[src/rtl/bp_pkg.sv]
// Shared constants, types and helpers for the branch predictor slice.
package bp_pkg;

  // Two-bit counter encodings; the MSB is the predicted direction.
  localparam logic [1:0] CtrStrongNt = 2'b00;
  localparam logic [1:0] CtrWeakNt   = 2'b01;
  localparam logic [1:0] CtrWeakT    = 2'b10;
  localparam logic [1:0] CtrStrongT  = 2'b11;

  localparam int unsigned IdxBitsDefault = 6;
  typedef logic [IdxBitsDefault-1:0] bp_idx_t;

  // Weakly-taken value for a counter of ctr_bits width (2..4).
  function automatic logic [3:0] weakly_taken(input int unsigned ctr_bits);
    return 4'(1 << (ctr_bits - 1));
  endfunction

endpackage

[src/rtl/bp_sat_counter.sv]
// Combinational saturating up/down counter next-state.
module bp_sat_counter #(
  parameter int unsigned CTR_BITS = 2
) (
  input  logic [CTR_BITS-1:0] ctr,
  input  logic                taken,
  output logic [CTR_BITS-1:0] ctr_next
);

  always_comb begin
    ctr_next = ctr;
    if (taken && (ctr != '1)) begin
      ctr_next = ctr + CTR_BITS'(1);
    end else if (!taken && (ctr != '0)) begin
      ctr_next = ctr - CTR_BITS'(1);
    end
  end

endmodule

[src/rtl/gshare_branch_predictor.sv]
// Gshare/bimodal direction predictor with a power-up table sweep.
// Define GSHARE_GHR_EN to enable the global history register and XOR hashing.
module gshare_branch_predictor
  import bp_pkg::*;
#(
  parameter int unsigned IDX_BITS  = 6,
  parameter int unsigned CTR_BITS  = 2,
  parameter int unsigned HIST_BITS = 6
) (
  input  logic                clk,
  input  logic                reset,
  input  logic                pred_valid,
  input  logic [31:0]         pred_pc,
  output logic                pred_out_valid,
  output logic                pred_taken,
  output logic [IDX_BITS-1:0] pred_idx,
  input  logic                upd_valid,
  input  logic [IDX_BITS-1:0] upd_idx,
  input  logic                upd_taken,
  output logic                init_busy
);

  localparam int unsigned         Entries = 2 ** IDX_BITS;
  localparam logic [IDX_BITS-1:0] LastIdx = IDX_BITS'(Entries - 1);
  localparam logic [CTR_BITS-1:0] InitVal = CTR_BITS'(weakly_taken(CTR_BITS));

  localparam logic StInit  = 1'b0;
  localparam logic StReady = 1'b1;

  logic                state_q, state_d;
  logic [IDX_BITS-1:0] sweep_q, sweep_d;
  logic                ready;
  logic [CTR_BITS-1:0] table_q [Entries];
  logic [IDX_BITS-1:0] lookup_idx;
  logic [CTR_BITS-1:0] upd_ctr_next;
  logic                out_valid_q;
  logic                taken_q;
  logic [IDX_BITS-1:0] idx_q;
  logic                unused_pc;

  assign ready     = (state_q == StReady);
  assign unused_pc = ^{pred_pc[31:IDX_BITS+2], pred_pc[1:0]};

`ifdef GSHARE_GHR_EN
  logic [HIST_BITS-1:0] ghr_q, ghr_d;
  logic [IDX_BITS-1:0]  ghr_ext;

  always_comb begin
    ghr_ext                = '0;
    ghr_ext[HIST_BITS-1:0] = ghr_q;
  end

  always_comb begin
    ghr_d = ghr_q;
    if (ready && upd_valid) begin
      ghr_d = (ghr_q << 1) | HIST_BITS'(upd_taken);
    end
  end

  always_ff @(posedge clk or posedge reset) begin
    if (reset) begin
      ghr_q <= '0;
    end else begin
      ghr_q <= ghr_d;
    end
  end

  assign lookup_idx = pred_pc[IDX_BITS+1:2] ^ ghr_ext;
`else
  logic [31:0] unused_hist;

  assign unused_hist = 32'(HIST_BITS);
  assign lookup_idx  = pred_pc[IDX_BITS+1:2];
`endif

  always_comb begin
    state_d = state_q;
    sweep_d = sweep_q;
    case (state_q)
      StInit: begin
        sweep_d = sweep_q + IDX_BITS'(1);
        if (sweep_q == LastIdx) begin
          state_d = StReady;
        end
      end
      default: state_d = state_q;
    endcase
  end

  always_ff @(posedge clk or posedge reset) begin
    if (reset) begin
      state_q <= StInit;
      sweep_q <= '0;
    end else begin
      state_q <= state_d;
      sweep_q <= sweep_d;
    end
  end

  bp_sat_counter #(
    .CTR_BITS(CTR_BITS)
  ) u_upd_ctr (
    .ctr     (table_q[upd_idx]),
    .taken   (upd_taken),
    .ctr_next(upd_ctr_next)
  );

  // No reset on the array: the sweep rewrites every entry before READY.
  always_ff @(posedge clk) begin
    if (!ready) begin
      table_q[sweep_q] <= InitVal;
    end else if (upd_valid) begin
      table_q[upd_idx] <= upd_ctr_next;
    end
  end

  // Lookup reads table_q before this edge's update lands, giving read-before-write.
  always_ff @(posedge clk or posedge reset) begin
    if (reset) begin
      out_valid_q <= 1'b0;
      taken_q     <= 1'b0;
      idx_q       <= '0;
    end else begin
      out_valid_q <= ready && pred_valid;
      if (ready && pred_valid) begin
        taken_q <= table_q[lookup_idx][CTR_BITS-1];
        idx_q   <= lookup_idx;
      end
    end
  end

  assign pred_out_valid = out_valid_q;
  assign pred_taken     = taken_q;
  assign pred_idx       = idx_q;
  assign init_busy      = (state_q == StInit);

endmodule

[config.mk]
export PLATFORM = sky130hd
export DESIGN_NAME = gshare_branch_predictor
export DESIGN_NICKNAME = d
export VERILOG_FILES = /design/src/rtl/bp_pkg.sv /design/src/rtl/bp_sat_counter.sv /design/src/rtl/gshare_branch_predictor.sv
export SDC_FILE = /design/constraint.sdc
export NUM_CORES = 1
export LEC_CHECK = 0
export CAP_MARGIN = 20
export CORE_MARGIN = 3
export CORE_UTILIZATION = 60
export DETAILED_ROUTE_END_ITERATION = 10
export GPL_TIMING_DRIVEN = 0
export PLACE_DENSITY = 0.82
export SYNTH_ARGS = -nofsm -noshare
export SYNTH_HDL_FRONTEND = slang
export SYNTH_HIERARCHICAL = 1
export SYNTH_SLANG_ARGS = --single-unit
[constraint.sdc]
create_clock -name clk -period 6.5 [get_ports clk]
set_input_delay 0.65 -clock clk [delete_from_list [all_inputs] [get_ports clk]]
set_output_delay 0.65 -clock clk [all_outputs]
set_load 0.1 [all_outputs]
==> results of run 1 <==
cell families (layout without fill, tap and decap cells):
logic type / Yosys count / after routing / share of synthesized area (%)
compound gates: 30 / 30 / 2.972
xor+xnor: 6 / 6 / 0.7950
buf+inv: 27 / 77 / 1.950
fa+ha+maj: 3 / 3 / 0.5679
mux: 71 / 71 / 21.29
simple gates: 129 / 129 / 8.594
flops: 143 / 143 / 63.83
cells in the mapped netlist, drive strengths merged, types with 4 or more instances:
| cell type | instances |
|---|---|
| mux2i | 9 |
| edfxtp | 128 |
| mux4 | 55 |
| o21ai | 10 |
| o31ai | 4 |
| nand2 | 25 |
| inv | 6 |
| dfrtp | 15 |
| nand2b | 11 |
| nor2 | 67 |
| nand3 | 10 |
| buf | 10 |
| clkbuf | 11 |
| xnor2 | 5 |
| nor2b | 5 |
| mux2 | 7 |
where the power goes:
part           total (µW)  internal, µW  switching [µW]  leakage (µW)
clock network         932           580             352      0.000277
logic                69.0          30.1            38.9      0.000833
registers             988           988               0       0.00109
total                1990          1600             391       0.00220
stage by stage:
| step | std cells | total power, µW | hold WS (ns) | worst slack [ns] | util (%) |
|---|---|---|---|---|---|
| 5_1_grt | 595 | 2040 | 0.5372 | 2.347 | 72.09 |
| 3_5_place_dp | 565 | 1075 | 0.4830 | 1.966 | 66.72 |
| 3_3_place_gp | 563 | 1072 | 0.4631 | 1.119 | 66.23 |
| 6_report | 595 | 1989 | 0.4839 | 2.550 | 72.09 |
| 2_1_floorplan | 409 | 1052 | 0.4778 | 2.362 | - |
| 4_1_cts | 595 | 1997 | 0.4866 | 2.545 | 72.09 |
flip-flops by register name, summed over array words and instances, names as in the netlist:
signal,cells
pred_idx,6
pred_out_valid,1
pred_taken,1
ready,1
sweep_q,6
table_q,128
critical path, cell delays in order:
cell                       delay, ns
sky130_fd_sc_hd__buf_2          0.27
sky130_fd_sc_hd__clkbuf_1       0.52
sky130_fd_sc_hd__buf_2          0.40
sky130_fd_sc_hd__mux4_2         0.26
sky130_fd_sc_hd__mux2i_1        0.10
sky130_fd_sc_hd__nand3_1        0.13
sky130_fd_sc_hd__o21ai_1        0.08
sky130_fd_sc_hd__o31ai_1        0.34
sky130_fd_sc_hd__inv_1          0.14
sky130_fd_sc_hd__ha_1           0.33
sky130_fd_sc_hd__a21o_2         0.20
sky130_fd_sc_hd__nand2b_2       0.46
sky130_fd_sc_hd__buf_16         0.32
per-layer routing:
metal	global-route usage [%]	part of all wire (%)	vias to the layer above
met1	35.18	39	2032
met2	41.46	49	247
li1	-	-	1677
met5	0	0	-
met4	13.05	3.7	0
met3	7.478	8.8	56
layout make-up:
cell class              count  area (µm²)
multi-input cells         239        2266
clock inverters            10       138.9
well taps                 136       170.2
plain buffers              21       106.4
flip-flops and latches    143        4219
repair buffers             20       227.7
inverters                   6       22.52
fillers                   645        2933
clock buffers              20       425.4
path summary, 6_finish.rpt:
path                                          start                       end  slack [ns]  cells past startpoint
max                                      upd_idx[1]  table_q[31][1]$_DFFE_PP_        2.55                     13
min                                           reset   pred_idx[4]$_DFFE_PP0P_        0.48                      2
max reg2reg                table_q[47][0]$_DFFE_PP_  table_q[31][1]$_DFFE_PP_        3.16                     10
min reg2reg                 pred_idx[0]$_DFFE_PP0P_   pred_idx[0]$_DFFE_PP0P_        0.53                      1
max in group asynchronous                     reset  pred_out_valid$_DFF_PP0_        5.64                      2
min in group clk            pred_idx[0]$_DFFE_PP0P_   pred_idx[0]$_DFFE_PP0P_        0.53                      1
==> flow_summary.html, run 1 <==
<table>
<tr><th>Metric</th><th>Value</th></tr>
<tr><th colspan="2">Critical path</th></tr>
<tr><td>Critical Path End Type</td><td>flop</td></tr>
<tr><td>Type of the setup path with the least slack</td><td>input port to flop</td></tr>
<tr><td>Required time at the worst-slack endpoint</td><td>~6.8 ns</td></tr>
<tr><td>Startpoint types</td><td>input port</td></tr>
<tr><td>Arrival time of the worst setup path</td><td>4.22 ns</td></tr>
<tr><td>Maximum fanout along the worst path</td><td>36</td></tr>
<tr><th colspan="2">Yosys</th></tr>
<tr><td>Unique masters post-synth</td><td>39</td></tr>
<tr><td>Flop and latch count out of synthesis</td><td>between 100 and 150</td></tr>
<tr><td>Area share of the leading cell type in the synthesized netlist</td><td>58.15%</td></tr>
<tr><td>Count of flip-flops with a built-in enable after synthesis</td><td>128</td></tr>
<tr><td>Fraction of the yosys area taken by sequential cells</td><td>approximately 64%</td></tr>
<tr><td>Syn nets</td><td>455</td></tr>
<tr><td>Main synth FF type</td><td>sky130_fd_sc_hd__edfxtp_1</td></tr>
<tr><td>Netlist area before placement</td><td>6610 µm²</td></tr>
<tr><td>Post-synthesis instance total</td><td>about 400</td></tr>
<tr><td>Dominant cells by area after synthesis</td><td>sky130_fd_sc_hd__edfxtp_1 (58%), sky130_fd_sc_hd__mux4_2 (19%), sky130_fd_sc_hd__dfrtp_1 (5.7%)</td></tr>
<tr><td>Library cell with the largest summed area after synthesis</td><td>sky130_fd_sc_hd__edfxtp_1</td></tr>
<tr><td>Syn_area_per_cell</td><td>between 15 and 20 µm²</td></tr>
<tr><td>Async set-or-reset flop fraction in the synthesized netlist</td><td>10.49%</td></tr>
<tr><td>Synthesis warning total</td><td>6</td></tr>
<tr><th colspan="2">Floorplanning</th></tr>
<tr><td>Row Count</td><td>37</td></tr>
<tr><td>Die outline height</td><td>approximately 110 µm</td></tr>
<tr><td>Die width</td><td>111.0 µm</td></tr>
<tr><td>Area enclosed by the die boundary</td><td>12310 µm²</td></tr>
<tr><td># IOs</td><td>52</td></tr>
<tr><td>Core region area</td><td>10510 µm²</td></tr>
<tr><td>Initial core utilization</td><td>a little over three fifths</td></tr>
<tr><th colspan="2">Clock tree</th></tr>
<tr><td>Cts repair resizes</td><td>0</td></tr>
<tr><td>CTS tree</td><td>done</td></tr>
<tr><td>Clock Pin Slew Worst Setup and Hold Paths</td><td>0.06 ns</td></tr>
<tr><td>Total number of H-tree levels</td><td>4</td></tr>
<tr><td>Clock sink count</td><td>143</td></tr>
<tr><td>CTS Buf Count</td><td>17</td></tr>
<tr><td>Longest Clk Path Bufs</td><td>2</td></tr>
<tr><td>Library cell used as clock root buffer</td><td>sky130_fd_sc_hd__clkbuf_8</td></tr>
<tr><td>Insertion delay of the later-clocked pin in the worst-skew pair</td><td>0.54 ns</td></tr>
<tr><td>Post-CTS setup buffer count</td><td>0</td></tr>
<tr><td>Hold-fix buffers, CTS</td><td>0</td></tr>
<tr><th colspan="2">Detailed routing</th></tr>
<tr><td>First-pass DRT Iterations</td><td>7</td></tr>
<tr><td>Vias</td><td>4012</td></tr>
<tr><td>Mean number of vias per cell</td><td>6.743</td></tr>
<tr><td>Remaining routing DRC violations</td><td>0</td></tr>
<tr><td>Wire length reported by the detailed router</td><td>~15000 µm</td></tr>
<tr><td>Final routed wire length divided by cell count</td><td>roughly 26 µm</td></tr>
<tr><td>1st-iter DRT viols</td><td>roughly 520</td></tr>
<tr><td>Post-route ant nets</td><td>0</td></tr>
<tr><th colspan="2">Power</th></tr>
<tr><td>VDD IR max</td><td>0.2866 mV</td></tr>
<tr><td>Power density of the placed cells</td><td>262.5 nW/µm²</td></tr>
<tr><td>Static leakage</td><td>0.002205 µW</td></tr>
<tr><th colspan="2">Final layout</th></tr>
<tr><td>ANT cells</td><td>0</td></tr>
<tr><td>Proportion of layout cells with a drive suffix above 1</td><td>a little over a fifth</td></tr>
<tr><td>Most common library cell in the layout ignoring fill and taps</td><td>sky130_fd_sc_hd__edfxtp_1</td></tr>
<tr><td>Commonest cells after routing, fill and taps aside</td><td>sky130_fd_sc_hd__edfxtp_1 (128), sky130_fd_sc_hd__nor2_1 (67), sky130_fd_sc_hd__mux4_2 (55), sky130_fd_sc_hd__nand2_1 (25), sky130_fd_sc_hd__clkdlybuf4s50_1 (18)</td></tr>
<tr><td>Layout Area Growth over Synthesis</td><td>14.61%</td></tr>
<tr><td>Area of all placed cells without fillers</td><td>7576 µm²</td></tr>
<tr><td>Net count, final</td><td>around 490</td></tr>
<tr><th colspan="2">Place</th></tr>
<tr><td>Area of placed instances</td><td>7012 µm²</td></tr>
<tr><td>DP Wirelength</td><td>around 10000 µm</td></tr>
<tr><td>Number of buffers added on ports</td><td>18</td></tr>
<tr><td>Weighted congestion at the end of routability-driven global placement</td><td>0.9553</td></tr>
<tr><th colspan="2">STA</th></tr>
<tr><td>Maximum clock frequency</td><td>around 250 MHz</td></tr>
<tr><td>Fin Setup TNS</td><td>0 ns</td></tr>
<tr><td>Headroom to the max-slew limit</td><td>34.74%</td></tr>
<tr><td>Hold violation total from the final report</td><td>0</td></tr>
<tr><td>Fin. max-slew vios</td><td>0</td></tr>
<tr><td>Final setup violation count</td><td>0</td></tr>
<tr><td>Skew final</td><td>roughly 0.007 ns</td></tr>
<tr><td>Time the final worst path needs with I/O delays and setup</td><td>3.950 ns</td></tr>
<tr><td>Actual transition at the worst max-transition pin</td><td>0.9759 ns</td></tr>
<tr><td>Final clock period utilization by the worst path</td><td>60.77%</td></tr>
<tr><td>Unrepaired setup endpoints after global routing</td><td>no</td></tr>
<tr><th colspan="2">Hold path</th></tr>
<tr><td>Hold WC Path Type</td><td>input port to asynchronous set/reset pin</td></tr>
<tr><th colspan="2">Global routing</th></tr>
<tr><td>Maximum number of pins on one net before global-route repair</td><td>53</td></tr>
<tr><td>Overflow after GRT</td><td>0</td></tr>
<tr><td>Vias in the first global route</td><td>4122</td></tr>
<tr><td>First-pass GRT wire length</td><td>around 24000 µm</td></tr>
<tr><td>GRT Resource Usage Total</td><td>26.70%</td></tr>
<tr><td>Number of antenna violations at the first check in global routing</td><td>0</td></tr>
<tr><th colspan="2">Run status</th></tr>
<tr><td>Run status</td><td>finished, final reports clean</td></tr>
<tr><th colspan="2">Flow run</th></tr>
<tr><td>Max Cap Violations</td><td>0</td></tr>
</table>
No activity file was read; power rests on OpenSTA's default activity.
==> run 2: changes to the inputs <==
--- a/config.mk
+++ b/config.mk
@@ -7,10 +7,10 @@
 export LEC_CHECK = 0
 export CAP_MARGIN = 20
 export CORE_MARGIN = 3
-export CORE_UTILIZATION = 60
+export CORE_UTILIZATION = 53
 export DETAILED_ROUTE_END_ITERATION = 10
 export GPL_TIMING_DRIVEN = 0
-export PLACE_DENSITY = 0.82
+export PLACE_DENSITY = 0.76
 export SYNTH_ARGS = -nofsm -noshare
 export SYNTH_HDL_FRONTEND = slang
 export SYNTH_HIERARCHICAL = 1
==> constraint.sdc (replaced) <==
create_clock -name clk -period 3.6 [get_ports clk]
set_input_delay 0.36 -clock clk [delete_from_list [all_inputs] [get_ports clk]]
set_output_delay 0.36 -clock clk [all_outputs]
set_load 0.1 [all_outputs]
==> flow_summary.html, run 2 (synthesis gave the netlist of run 1 again) <==
<table>
<tr><th>Metric</th><th>Value</th></tr>
<tr><th colspan="2">Critical path</th></tr>
<tr><td>Arrival time of the worst setup path</td><td>3.55 ns</td></tr>
<tr><td>Maximum fanout along the worst path</td><td>32</td></tr>
<tr><td>Setup crit start</td><td>upd_idx[0]</td></tr>
<tr><td>Required time at the worst-slack endpoint</td><td>3.80 ns</td></tr>
<tr><td>Critical Path End Type</td><td>flop</td></tr>
<tr><td>Startpoint types</td><td>input port</td></tr>
<tr><td>Reg2reg end</td><td>table_q[0][0]$_DFFE_PP_</td></tr>
<tr><td>Critical register-to-register path startpoint</td><td>table_q[63][0]$_DFFE_PP_</td></tr>
<tr><td>Number of buffers and inverters on the critical path</td><td>4</td></tr>
<tr><td>Type of the setup path with the least slack</td><td>input port to flop</td></tr>
<tr><td>Crit. path cell count</td><td>13</td></tr>
<tr><td>Cell-by-cell listing of the critical path</td><td>buf_2 -&gt; buf_4 -&gt; buf_4 -&gt; mux4_2 -&gt; mux2i_1 -&gt; nand3_1 -&gt; o21ai_1 -&gt; o31ai_1 -&gt; inv_1 -&gt; ha_1 -&gt; mux2i_1 -&gt; xnor2_1 -&gt; and3_4</td></tr>
<tr><td>Number of cells traversed by the worst register-to-register path</td><td>10</td></tr>
<tr><td>Delay of the slowest cell on the worst path</td><td>0.52 ns</td></tr>
<tr><td>Internal reg-to-reg setup slack</td><td>0.48 ns</td></tr>
<tr><td>Critical Path End</td><td>table_q[0][0]$_DFFE_PP_</td></tr>
<tr><td>Kind of cell adding the most delay to the critical path</td><td>buffers and inverters</td></tr>
<tr><td>Standard cell with the maximum stage delay on the critical path</td><td>sky130_fd_sc_hd__mux4_2</td></tr>
<tr><th colspan="2">Detailed routing</th></tr>
<tr><td>Remaining routing DRC violations</td><td>0</td></tr>
<tr><td>1st-iter DRT viols</td><td>502</td></tr>
<tr><td>Post-route ant nets</td><td>0</td></tr>
<tr><td>Wire length reported by the detailed router</td><td>14500 µm</td></tr>
<tr><td>Vias</td><td>3934</td></tr>
<tr><td>Mean number of vias per cell</td><td>6.264</td></tr>
<tr><td>First-pass DRT Iterations</td><td>5</td></tr>
<tr><td>Final routed wire length divided by cell count</td><td>approximately 23 µm</td></tr>
<tr><th colspan="2">Power</th></tr>
<tr><td>Tot Pwr</td><td>3523 µW</td></tr>
<tr><td>Static leakage</td><td>between 0.002 and 0.0025 µW</td></tr>
<tr><td>Power density of the placed cells</td><td>roughly 470 nW/µm²</td></tr>
<tr><td>VDD IR max</td><td>0.3360 mV</td></tr>
<tr><th colspan="2">Final layout</th></tr>
<tr><td>Proportion of layout cells with a drive suffix above 1</td><td>20.22%</td></tr>
<tr><td>ANT cells</td><td>0</td></tr>
<tr><td>Number of flip-flops under the largest register name</td><td>128</td></tr>
<tr><td>Top reg by flops</td><td>table_q</td></tr>
<tr><td>Commonest cells after routing, fill and taps aside</td><td>sky130_fd_sc_hd__edfxtp_1 (128), sky130_fd_sc_hd__nor2_1 (67), sky130_fd_sc_hd__mux4_2 (55), sky130_fd_sc_hd__nand2_1 (25), sky130_fd_sc_hd__clkdlybuf4s50_1 (18)</td></tr>
<tr><td>Most common library cell in the layout ignoring fill and taps</td><td>sky130_fd_sc_hd__edfxtp_1</td></tr>
<tr><td>Net count, final</td><td>494</td></tr>
<tr><td>Layout Area Growth over Synthesis</td><td>14.61%</td></tr>
<tr><th colspan="2">Place</th></tr>
<tr><td>DP Wirelength</td><td>9374 µm</td></tr>
<tr><td>Number of buffers added on ports</td><td>18</td></tr>
<tr><td>Weighted congestion at the end of routability-driven global placement</td><td>0.8225</td></tr>
<tr><th colspan="2">Hold path</th></tr>
<tr><td>Hold WC Path Type</td><td>input port to asynchronous set/reset pin</td></tr>
<tr><th colspan="2">Clock tree</th></tr>
<tr><td>Longest Clk Path Bufs</td><td>2</td></tr>
<tr><td>CTS Buf Count</td><td>17</td></tr>
<tr><td>CTS tree</td><td>done</td></tr>
<tr><td>Library cell used as clock root buffer</td><td>sky130_fd_sc_hd__clkbuf_16</td></tr>
<tr><td>Hold-fix buffers, CTS</td><td>0</td></tr>
<tr><td>Total number of H-tree levels</td><td>4</td></tr>
<tr><td>Clock Pin Slew Worst Setup and Hold Paths</td><td>0.06 ns</td></tr>
<tr><td>Post-CTS setup buffer count</td><td>0</td></tr>
<tr><td>Clock sink count</td><td>roughly 140</td></tr>
<tr><td>Insertion delay of the later-clocked pin in the worst-skew pair</td><td>0.42 ns</td></tr>
<tr><th colspan="2">STA</th></tr>
<tr><td>Hold Worst Slack</td><td>0.2867 ns</td></tr>
<tr><td>Hold violation total from the final report</td><td>0</td></tr>
<tr><td>Actual transition at the worst max-transition pin</td><td>0.9672 ns</td></tr>
<tr><td>Fin. max-slew vios</td><td>0</td></tr>
<tr><td>Skew final</td><td>0.008077 ns</td></tr>
<tr><td>Final clock period utilization by the worst path</td><td>between 90% and 100%</td></tr>
<tr><td>Time the final worst path needs with I/O delays and setup</td><td>3.353 ns</td></tr>
<tr><td>Headroom to the max-slew limit</td><td>a little over a third</td></tr>
<tr><td>Unrepaired setup endpoints after global routing</td><td>no</td></tr>
<tr><td>Fin Setup TNS</td><td>0 ns</td></tr>
<tr><td>Maximum clock frequency</td><td>298.2 MHz</td></tr>
<tr><td>Final setup violation count</td><td>0</td></tr>
<tr><th colspan="2">Floorplanning</th></tr>
<tr><td>Die width</td><td>117.7 µm</td></tr>
<tr><td>Core region area</td><td>12110 µm²</td></tr>
<tr><td>Die outline height</td><td>117.7 µm</td></tr>
<tr><td># IOs</td><td>52</td></tr>
<tr><td>Area enclosed by the die boundary</td><td>about 14000 µm²</td></tr>
<tr><td>Initial core utilization</td><td>54.58%</td></tr>
<tr><td>Row Count</td><td>40</td></tr>
<tr><th colspan="2">Global routing</th></tr>
<tr><td>Number of antenna violations at the first check in global routing</td><td>0</td></tr>
<tr><td>GRT Resource Usage Total</td><td>about 22%</td></tr>
<tr><td>Maximum number of pins on one net before global-route repair</td><td>65</td></tr>
<tr><td>Vias in the first global route</td><td>3978</td></tr>
<tr><td>Overflow after GRT</td><td>0</td></tr>
<tr><td>First-pass GRT wire length</td><td>~23000 µm</td></tr>
<tr><th colspan="2">Flow run</th></tr>
<tr><td>Max Cap Violations</td><td>0</td></tr>
<tr><th colspan="2">Run status</th></tr>
<tr><td>Run status</td><td>finished, final reports clean</td></tr>
</table>
[run 2: changes by cell type in the layout (fill, tap and decap cells not counted), sizes merged]
cell      delta
clkinv       +2
buf          -2
and3         +1
bufinv       -1
inv          -2
clkinvlp     +1
clkbuf       +1
nand2b       +1
[run 2: where the power goes]
part	total (µW)	switching, µW	internal, µW
sequential	1780	0	1780
clock	1610	616	999
combinational	125	69.5	55.9
total	3520	685	2840
[run 2: final cells by class]
cell class                 count  area [µm²]
fill                         883        4536
clock buffer                  21       440.4
timing repair buffer          18       180.2
sequential                   143        4219
clock inverter                10       96.34
inverter                       6       22.52
buffer                        21       107.6
multi-input combinational    241        2300
tap                          168       210.2
[run 2: metal layers]
metal	vias to the layer above	wire [µm]	GRT usage, %
met5	-	0	0
met4	0	493	9.158
met3	34	1478	8.650
met2	226	6725	32.88
met1	1992	5798	30.55
li1	1682	-	-
[run 2: worst reg2reg max path, cell delays in order, from the launching register on]
cell                       delay, ns
sky130_fd_sc_hd__edfxtp_1       0.36
sky130_fd_sc_hd__mux4_2         0.49
sky130_fd_sc_hd__mux4_2         0.51
sky130_fd_sc_hd__nand2b_1       0.16
sky130_fd_sc_hd__nand3_1        0.11
sky130_fd_sc_hd__o31ai_1        0.10
sky130_fd_sc_hd__inv_1          0.12
sky130_fd_sc_hd__ha_1           0.15
sky130_fd_sc_hd__mux2i_1        0.07
sky130_fd_sc_hd__xnor2_1        0.33
sky130_fd_sc_hd__and3_4         0.48
[run 2: per-stage QoR]
step	setup slack [ns]	cell area (µm²)	instances	utilization, %
final	0.2468	7576	628	62.55
after global routing	0.003101	7576	628	62.55
after floorplan	0.1822	6614	409	-
after CTS	0.07127	7561	627	62.43
after global placement	-0.7059	7004	595	57.83
after detailed placement	-0.8069	7004	595	57.83
[run 2: worst min-delay path by stage]
stage	from	endpoint	slack, ns	cells after the start
5_1_grt	reset	pred_idx[5]$_DFFE_PP0P_	0.34	2
4_1_cts	reset	pred_taken$_DFFE_PP0P_	0.28	2
3_5_place_dp	pred_idx[5]$_DFFE_PP0P_	pred_idx[5]$_DFFE_PP0P_	0.47	2
2_1_floorplan	reset	pred_idx[0]$_DFFE_PP0P_	0.26	1
3_3_place_gp	pred_idx[5]$_DFFE_PP0P_	pred_idx[5]$_DFFE_PP0P_	0.47	2
6_report	reset	pred_taken$_DFFE_PP0P_	0.29	2
[run 2: timing repair]
action                     4_1_cts  5_1_grt
cloned                           1        1
resized for setup                3        3
pin swaps                        0        0
setup endpoints to repair      128      128
